===== src/rtl/field_compositor.sv =====
// Sequential piece compositor: copies the locked field, overlays the rotated piece one cell per cycle, then publishes the frame.
// Build option: define COLLISION_EN to build the collision / out-of-bounds flag logic; otherwise both outputs are tied low.
module field_compositor #(
  parameter int FIELD_W = 20,
  parameter int FIELD_H = 20,
  parameter int PIECE_N = 4,
  parameter int COORD_W = 5
) (
  input  logic                         clk,
  input  logic                         rst_n,
  input  logic                         en,
  input  logic                         start,
  input  logic [FIELD_W*FIELD_H-1:0]   locked_field,
  input  logic [COORD_W-1:0]           block_pos_x,
  input  logic [COORD_W-1:0]           block_pos_y,
  input  logic [PIECE_N*PIECE_N-1:0]   block_matrix,
  input  logic [1:0]                   rotate,
  output logic [FIELD_W*FIELD_H-1:0]   field_display,
  output logic                         busy,
  output logic                         done,
  output logic                         collision,
  output logic                         out_of_bounds
);

  localparam int CELLS  = FIELD_W * FIELD_H;
  localparam int NN     = PIECE_N * PIECE_N;
  localparam int M      = PIECE_N - 1;
  localparam int IDX_W  = (NN > 1) ? $clog2(NN) : 1;
  localparam int CELL_W = (CELLS > 1) ? $clog2(CELLS) : 1;

  typedef enum logic [1:0] {S_IDLE, S_LOAD, S_DRAW, S_COMMIT} state_e;

  state_e               state_q;
  logic [CELLS-1:0]     scratch_q;
  logic [CELLS-1:0]     display_q;
  logic [IDX_W-1:0]     idx_q;
  logic [COORD_W-1:0]   posx_q;
  logic [COORD_W-1:0]   posy_q;
  logic [NN-1:0]        mat_q;
  logic [1:0]           rot_q;
  logic                 busy_q;
  logic                 done_q;

  int unsigned          row_d;
  int unsigned          col_d;
  logic [IDX_W-1:0]     src_idx_d;
  logic                 src_bit_d;
  logic [COORD_W:0]     tx_d;
  logic [COORD_W:0]     ty_d;
  logic                 valid_d;
  logic [CELL_W-1:0]    cell_addr_d;
  logic                 write_d;

  // Map the current destination cell (row, col) back to its source bit in the unrotated matrix.
  always_comb begin
    row_d     = 32'(idx_q) / PIECE_N;
    col_d     = 32'(idx_q) % PIECE_N;
    src_idx_d = '0;
    unique case (rot_q)
      2'd0: src_idx_d = IDX_W'(row_d * PIECE_N + col_d);
      2'd1: src_idx_d = IDX_W'((M - col_d) * PIECE_N + row_d);
      2'd2: src_idx_d = IDX_W'((M - row_d) * PIECE_N + (M - col_d));
      2'd3: src_idx_d = IDX_W'(col_d * PIECE_N + (M - row_d));
    endcase
    src_bit_d   = mat_q[src_idx_d];
    tx_d        = (COORD_W+1)'(32'(posx_q) + col_d);
    ty_d        = (COORD_W+1)'(32'(posy_q) + row_d);
    valid_d     = (32'(tx_d) < 32'(FIELD_W)) && (32'(ty_d) < 32'(FIELD_H));
    cell_addr_d = CELL_W'(32'(ty_d) * 32'(FIELD_W) + 32'(tx_d));
    write_d     = src_bit_d && valid_d;
  end

`ifdef COLLISION_EN
  logic coll_flag_q;
  logic oob_flag_q;
  logic coll_q;
  logic oob_q;
  logic hit_d;
  logic miss_d;

  always_comb begin
    hit_d  = write_d && scratch_q[cell_addr_d];
    miss_d = src_bit_d && !valid_d;
  end

  always_ff @(posedge clk) begin
    if (!rst_n) begin
      coll_flag_q <= 1'b0;
      oob_flag_q  <= 1'b0;
      coll_q      <= 1'b0;
      oob_q       <= 1'b0;
    end else if (en) begin
      case (state_q)
        S_LOAD: begin
          coll_flag_q <= 1'b0;
          oob_flag_q  <= 1'b0;
        end
        S_DRAW: begin
          if (hit_d)  coll_flag_q <= 1'b1;
          if (miss_d) oob_flag_q  <= 1'b1;
        end
        S_COMMIT: begin
          coll_q <= coll_flag_q;
          oob_q  <= oob_flag_q;
        end
        default: ;
      endcase
    end
  end

  assign collision     = coll_q;
  assign out_of_bounds = oob_q;
`else
  assign collision     = 1'b0;
  assign out_of_bounds = 1'b0;
`endif

  always_ff @(posedge clk) begin
    if (!rst_n) begin
      state_q   <= S_IDLE;
      scratch_q <= '0;
      display_q <= '0;
      idx_q     <= '0;
      posx_q    <= '0;
      posy_q    <= '0;
      mat_q     <= '0;
      rot_q     <= '0;
      busy_q    <= 1'b0;
      done_q    <= 1'b0;
    end else if (en) begin
      done_q <= 1'b0;
      case (state_q)
        S_IDLE: begin
          if (start) begin
            posx_q  <= block_pos_x;
            posy_q  <= block_pos_y;
            mat_q   <= block_matrix;
            rot_q   <= rotate;
            busy_q  <= 1'b1;
            state_q <= S_LOAD;
          end
        end
        S_LOAD: begin
          scratch_q <= locked_field;
          idx_q     <= '0;
          state_q   <= S_DRAW;
        end
        S_DRAW: begin
          // Piece cells only ever set bits, so locked cells survive under empty piece cells.
          if (write_d) scratch_q[cell_addr_d] <= 1'b1;
          if (idx_q == IDX_W'(NN - 1)) state_q <= S_COMMIT;
          else                         idx_q   <= idx_q + IDX_W'(1);
        end
        S_COMMIT: begin
          display_q <= scratch_q;
          busy_q    <= 1'b0;
          done_q    <= 1'b1;
          state_q   <= S_IDLE;
        end
      endcase
    end
  end

  assign field_display = display_q;
  assign busy          = busy_q;
  assign done          = done_q;

endmodule


===== config.mk =====
export PLATFORM = sky130hd
export DESIGN_NAME = field_compositor
export DESIGN_NICKNAME = d
export VERILOG_FILES = /design/src/rtl/field_compositor.sv
export SDC_FILE = /design/constraint.sdc
export NUM_CORES = 2
export LEC_CHECK = 0
export BUFFER_PORTS_ARGS = -buffer_cell sky130_fd_sc_hd__buf_2
export CORE_UTILIZATION = 30
export CTS_BUF_LIST = sky130_fd_sc_hd__clkbuf_8
export CTS_CLUSTER_SIZE = 25
export DETAILED_ROUTE_END_ITERATION = 8
export GPL_ROUTABILITY_DRIVEN = 0
export GPL_TIMING_DRIVEN = 1
export PLACE_DENSITY = 0.51
export SLEW_MARGIN = 25
export SYNTH_ARGS = -nofsm -noshare
export SYNTH_HDL_FRONTEND = slang
export SYNTH_SLANG_ARGS = --single-unit

===== constraint.sdc =====
create_clock -name clk -period 4.3 [get_ports clk]
set_clock_uncertainty 0.2 [all_clocks]
set_input_delay 0.86 -clock clk [delete_from_list [all_inputs] [get_ports clk]]
set_output_delay 0.86 -clock clk [all_outputs]
set_load 0.1 [all_outputs]

## Word-level counts from Yosys, hierarchy flattened

Index checks and enable logic that the tools add are counted.

- Output and inout port bits: 404
- Bits in registers: 836

- Multiply operators: 1
- Multiplexer cells: 15
- Bitwise operators: 1
- Eq/ne operators: 11
- Add/sub/neg operators: 10
- Order comparisons: 5
- Reductions and logical operators: 13

Operators with widths:

| kind | number |
|---|---|
| 400-bit case mux with 2 select lines | 1 |
| 400-bit 2-to-1 mux | 1 |
| 400-bit bitwise OR | 1 |
| 4-bit case mux with 4 select lines | 1 |
| 3-bit AND reduction | 5 |
| 5-bit by 2-bit adder with 6-bit output | 2 |
| 6-bit by 5-bit less-than comparator with 1-bit output (second input constant) | 2 |
| 9-bit by 10-bit less-than comparator with 1-bit output (second input constant) | 1 |
| 9-bit by 6-bit adder with 9-bit output | 1 |
| 1-bit demux with 9-bit select | 1 |
| 9-bit by 1-bit >= comparator with 1-bit output (second input constant) | 1 |
| 4-bit by 2-bit adder with 4-bit output | 2 |
| 2-bit equality test (second input constant) | 4 |
| 2-bit inequality test (second input constant) | 4 |
| 2-bit case mux with 4 select lines | 1 |
| 4-bit case mux with 2 select lines | 1 |
| 6-bit by 3-bit multiplier with 7-bit output (second input constant) | 1 |
| 2-bit by 2-bit subtractor with 3-bit output (first input constant) | 2 |
| 4-bit by 5-bit less-than comparator with 1-bit output (second input constant) | 1 |
| 4-bit by 1-bit adder with 4-bit output (second input constant) | 1 |
| 4-bit by 3-bit adder with 4-bit output | 1 |
| 4-bit adder | 1 |
| 1-bit binary-select mux with 4-bit select | 1 |
| 2-bit by 1-bit equality test with 1-bit output (second input constant) | 2 |
| other kinds (9) | 17 |

## Depth between registers and ports, before layout

- Depth in word-level cells: 10
- Mapped depth: 17
- Gate-level depth less buffers: 14

## Worst setup path after synthesis

Ideal clock, no wire load.

- Path kind: reg2reg
- From: register idx_q[2]
- To: register scratch_q[208]
- Clock period less this slack: 4.139 ns
- Arrival time: 3.813 ns
- Stages on the path, launching flop included: 17
- Path slack: 0.161 ns
- Path buffers: 3
- Cells stage by stage: dfxtp_1 -> ha_1 -> fa_1 -> nand3_1 -> xnor2_2 -> ha_1 -> fa_1 -> nand3_1 -> o22ai_1 -> xor2_1 -> clkbuf_1 -> nand2b_1 -> clkbuf_1 -> clkbuf_1 -> nor3_1 -> o31ai_1 -> mux2i_1

- Word-level cells in the longest chain between the ends: 10
- Elaborated cells on any way between the ends: 24
- Those cells by class: add/sub (7); mul (1); order compare (3); eq/ne (1); mux (7); bitwise (1); reduce/logical (4)

Ends and longest elaborated chain:

| element | line | RTL |
|---|---|---|
| start: declaration | 36 | `logic [IDX_W-1:0] idx_q;` |
| start signal: assignment | 152 | `else idx_q <= idx_q + IDX_W'(1);` |
| 5-bit by 2-bit adder with 6-bit output | 67 | `ty_d = (COORD_W+1)'(32'(posy_q) + row_d);` |
| 6-bit by 3-bit multiplier with 7-bit output | 69 | `cell_addr_d = CELL_W'(32'(ty_d) * 32'(FIELD_W) + 32'(tx_d));` |
| 9-bit by 6-bit adder with 9-bit output | 69 |  |
| 9-bit by 10-bit less-than comparator with 1-bit output (implied by the code) / 9-bit by 1-bit >= comparator with 1-bit output (equally long branches) | 150 | `if (write_d) scratch_q[cell_addr_d] <= 1'b1;` |
| 1-bit logical AND (implied by the code) | 150 |  |
| 1-bit 2-to-1 mux (implied by the code) | 150 |  |
| 1-bit demux with 9-bit select | 150 |  |
| 400-bit bitwise OR (no source line) | -- |  |
| 400-bit 2-to-1 mux | 150 |  |
| 400-bit case mux with 2 select lines | 132 | `case (state_q)` |
| end signal: assignment | 144 | `scratch_q <= locked_field;` |
| end: declaration | 34 | `logic [CELLS-1:0] scratch_q;` |

Several ways; a longest one is shown, not always the timed one. The select of a mux whose other input is x is not followed.
A chain may end at the register's enable or synchronous reset.

## Worst setup path in the final report

- From: register idx_q[3]
- To: register scratch_q[133]

Same word-level chain as after synthesis.

==> flow_metrics.py <==
metrics = {
    "outcome": {
        "status": "finished with violations",
        "violations": "negative setup slack",
    },
    "die": {
        "rows": 135,
        "ios": 836,
        "design.die.area_um2": 138600,
        "die_y_um": 372.4,
        "initial_utilization_pct": 30.30,
        "fp.dieW_um": 372.4,
        "core_um2": 135800,
    },
    "clock_tree": {
        "clkSinkCount": 836,
        "h-tree-depth": 4,
        "clk-insertion-delay-late_ps": 890,
        "cts_buffers": 159,
        "clk_pin_slew_ps": 60,
        "tritoncts": "yes",
        "cts_root_buffer": "clkbuf_8",
        "clockBufferDepth": 3,
    },
    "grt": {
        "grt_pass1_vias": 38020,
        "busiest_layer": "met2",
        "grtUsageMet1_pct": 34.47,
        "grt-ovfl-total": 0,
        "grt_max_degree": 203,
        "grt_usage_pct": 25.76,
        "antenna_found_initial": 40,
        "use_met2_pct": 39.79,
        "use_met3_pct": 4.712,
        "grt_pass1_wl_um": 262300,
    },
    "worst_hold_path": {
        "hold_path_class": "in -> reg",
        "hp-start": "locked_field[369]",
    },
    "timing": {
        "setup_viol": 6,
        "rsz0062_at_grt": "true",
        "min_period_ps": 4334,
        "hold_viol_final": 0,
        "max_freq_mhz": 230.8,
        "layout_setup_ws_ps": -33.55,
        "worst_pin_slew_ps": 1231,
        "fin_crit_sh_pct": 100.8,
        "relSlewSlack_pct": 17.96,
        "slew_viol_final": 0,
    },
    "yosys": {
        "synthXorXnorAreaFrac_pct": 0.6142,
        "yosys.area_share.adder_pct": 0.8027,
        "syn-instance-count": 4876,
        "synth-seq-area-share_pct": 40.67,
        "synthTopCellsByArea": "dfxtp_1 (41%), nand2_1 (12%), mux2i_1 (10%)",
        "synth-compound-area-share_pct": 24.10,
        "yosysWarnings": 0,
        "synth.avg_cell_area_um2": 8.439,
        "ys_types": 60,
        "synthArstFlopShare_pct": 0,
        "netlist.area_leader.share_pct": 40.67,
        "yosysTopAreaCell": "dfxtp_1",
        "synth_flop_cell": "dfxtp_1",
        "synth_area_um2": 41150,
        "synth_top_family_by_area": "compound AO/OA/AOI/OAI gates",
        "synth_edf_count": 0,
        "ys_ff_latch": 836,
        "synthSimpleGateAreaFrac_pct": 14.06,
        "muxShareOfSynthArea_pct": 10.21,
    },
    "routing": {
        "wirelength_um": 192600,
        "first_pass_iters": 5,
        "vias_per_cell": 5.176,
        "drc_errors": 0,
        "num_vias": 41230,
        "drtIter0Drc": 3516,
        "avgRoutedWirePerCell_um": 24.18,
        "drtAntennaViolNets": 0,
    },
    "power_and_ir_drop": {
        "power_leakage_nw": 22.64,
        "irDropWorstVdd_mv": 0.2192,
        "power.total_mw": 18.70,
        "powerDensity_nw_per_um2": 333.1,
    },
    "setup_path": {
        "crit_required_ps": 4930,
        "r2r-start": "idx_q[3]",
        "startpoint": "idx_q[3]",
        "critical_path_class": "reg -> reg",
        "critPathLaunchType": "register",
        "cp_max_fo": 6,
        "cp.arrival_ps": 4960,
        "end_kind": "register",
    },
    "cells_and_area": {
        "final_util_pct": 41.33,
        "drive_above_1_share_pct": 24.10,
        "layout.nets": 6498,
        "syn2layout_area_growth_pct": 36.39,
    },
    "place": {
        "portBuffers": 833,
        "dp_hpwl_um": 132000,
    },
    "job": {
        "cap_violations": 0,
    },
}
synth_stat cells, types with 3 or more instances:
master,number
clkbuf_1,398
nor4_1,3
mux2i_1,413
buf_12,44
buf_6,4
o21a_1,43
and2_1,3
o21ai_0,6
nor2b_1,4
nor4b_1,3
inv_1,370
and3_1,3
xnor2_1,13
a31oi_1,4
o311ai_1,41
a21oi_1,7
dfxtp_1,836
nand2b_1,8
nand4_1,4
o211ai_1,361
nor3_1,47
buf_2,14
a21o_1,4
nand3_1,22
fa_1,4
o31ai_1,40
nand2_1,1342
xor2_1,9
ha_1,20
o311ai_0,320
a21boi_0,429
buf_4,4
nor2_1,17
registers in the layout, indices dropped and copies added (netlist names):
register and flops:
mat_q 16, busy 1, state_q 2, idx_q 4
field_display 400, posy_q 5, rot_q 2, done 1
posx_q 5, scratch_q 400
critical path: stages, from the launching register on:
cell and delay, ps:
dfxtp_4 360, ha_4 260, a21o_1 160, nand2_2 80
xnor2_2 170, ha_1 310, ha_2 210, fa_2 590
nand3_2 100, o22ai_2 230, xor2_2 90, buf_4 160
buf_8 130, or2_4 330, buf_12 160, clkbuf_16 190
o311ai_4 260, o211ai_1 120, mux2i_1 160
metrics by stage:
step                      hold WS, ps  instances  area [um2]  setup slack, ps  setup TNS (ps)
after floorplan                 240.0       4877       41150            161.2               0
after global placement          247.6       7272       47760           -23.30          -73.09
after detailed placement        252.1       7272       47760           -160.4           -9747
after CTS                     0.09270       7908       54710           0.4055               0
after global routing            76.20       7957       56100           -176.9          -19100
final                           125.3       7965       56120           -33.55          -57.21
repair_timing:
action | 4_1_cts | 5_1_grt
pin swaps | 2 | 9
buffers inserted | 2 | 14
setup endpoints to repair | 313 | 398
resized for setup | 69 | 355
hold buffers | 360 | 0
gates cloned | 1 | 13
hold endpoints to repair | 360 | 0
where the power goes:
group	total, mW	internal, mW	switching, mW
Sequential	7.98	7.87	0.108
Combinational	2.63	1.12	1.51
Clock	8.09	4.37	3.71
worst paths after layout:
path | endpoint | slack, ps | cells after the start
setup / recovery | scratch_q[133] | -30 | 18
hold / removal | scratch_q[369] | 130 | 3
setup reg to reg | scratch_q[133] | -30 | 18
hold reg to reg | field_display[294] | 250 | 2
layer usage:
metal  wire [um]  up-vias
met4        9091       12
met2       86140     1437
met1       86140    20010
li1            -    19400
met5          71        -
met3       11140      366
logic make-up after synthesis:
group / count (synthesis)
compound gates: 1263
xor+xnor: 25
fa+ha+maj: 24
buf+inv: 837
flops: 836
mux: 417
other cells: 1
simple gates: 1473
area by class of cell:
class / instances / area (um2)
flip-flops and latches: 836 / 16740
well taps: 1781 / 2228
inverters: 371 / 1395
repair buffers: 1470 / 10940
clock inverters: 69 / 421.7
diodes: 30 / 75.07
clock buffers: 204 / 2808
fillers: 13750 / 79680
multi-input cells: 3204 / 21520
cells in the final DEF, fill, tap and decap left out, types with 204 or more instances in the layout:
cell	instances
mux2i_1	413
clkbuf_8	204
a21boi_0	429
nand2_1	1335
dlygate4sd3_1	360
dfxtp_1	834
buf_2	832
inv_1	418
o311ai_1	221
o211ai_1	361
Note: power is estimated with default switching activity, not from simulation.
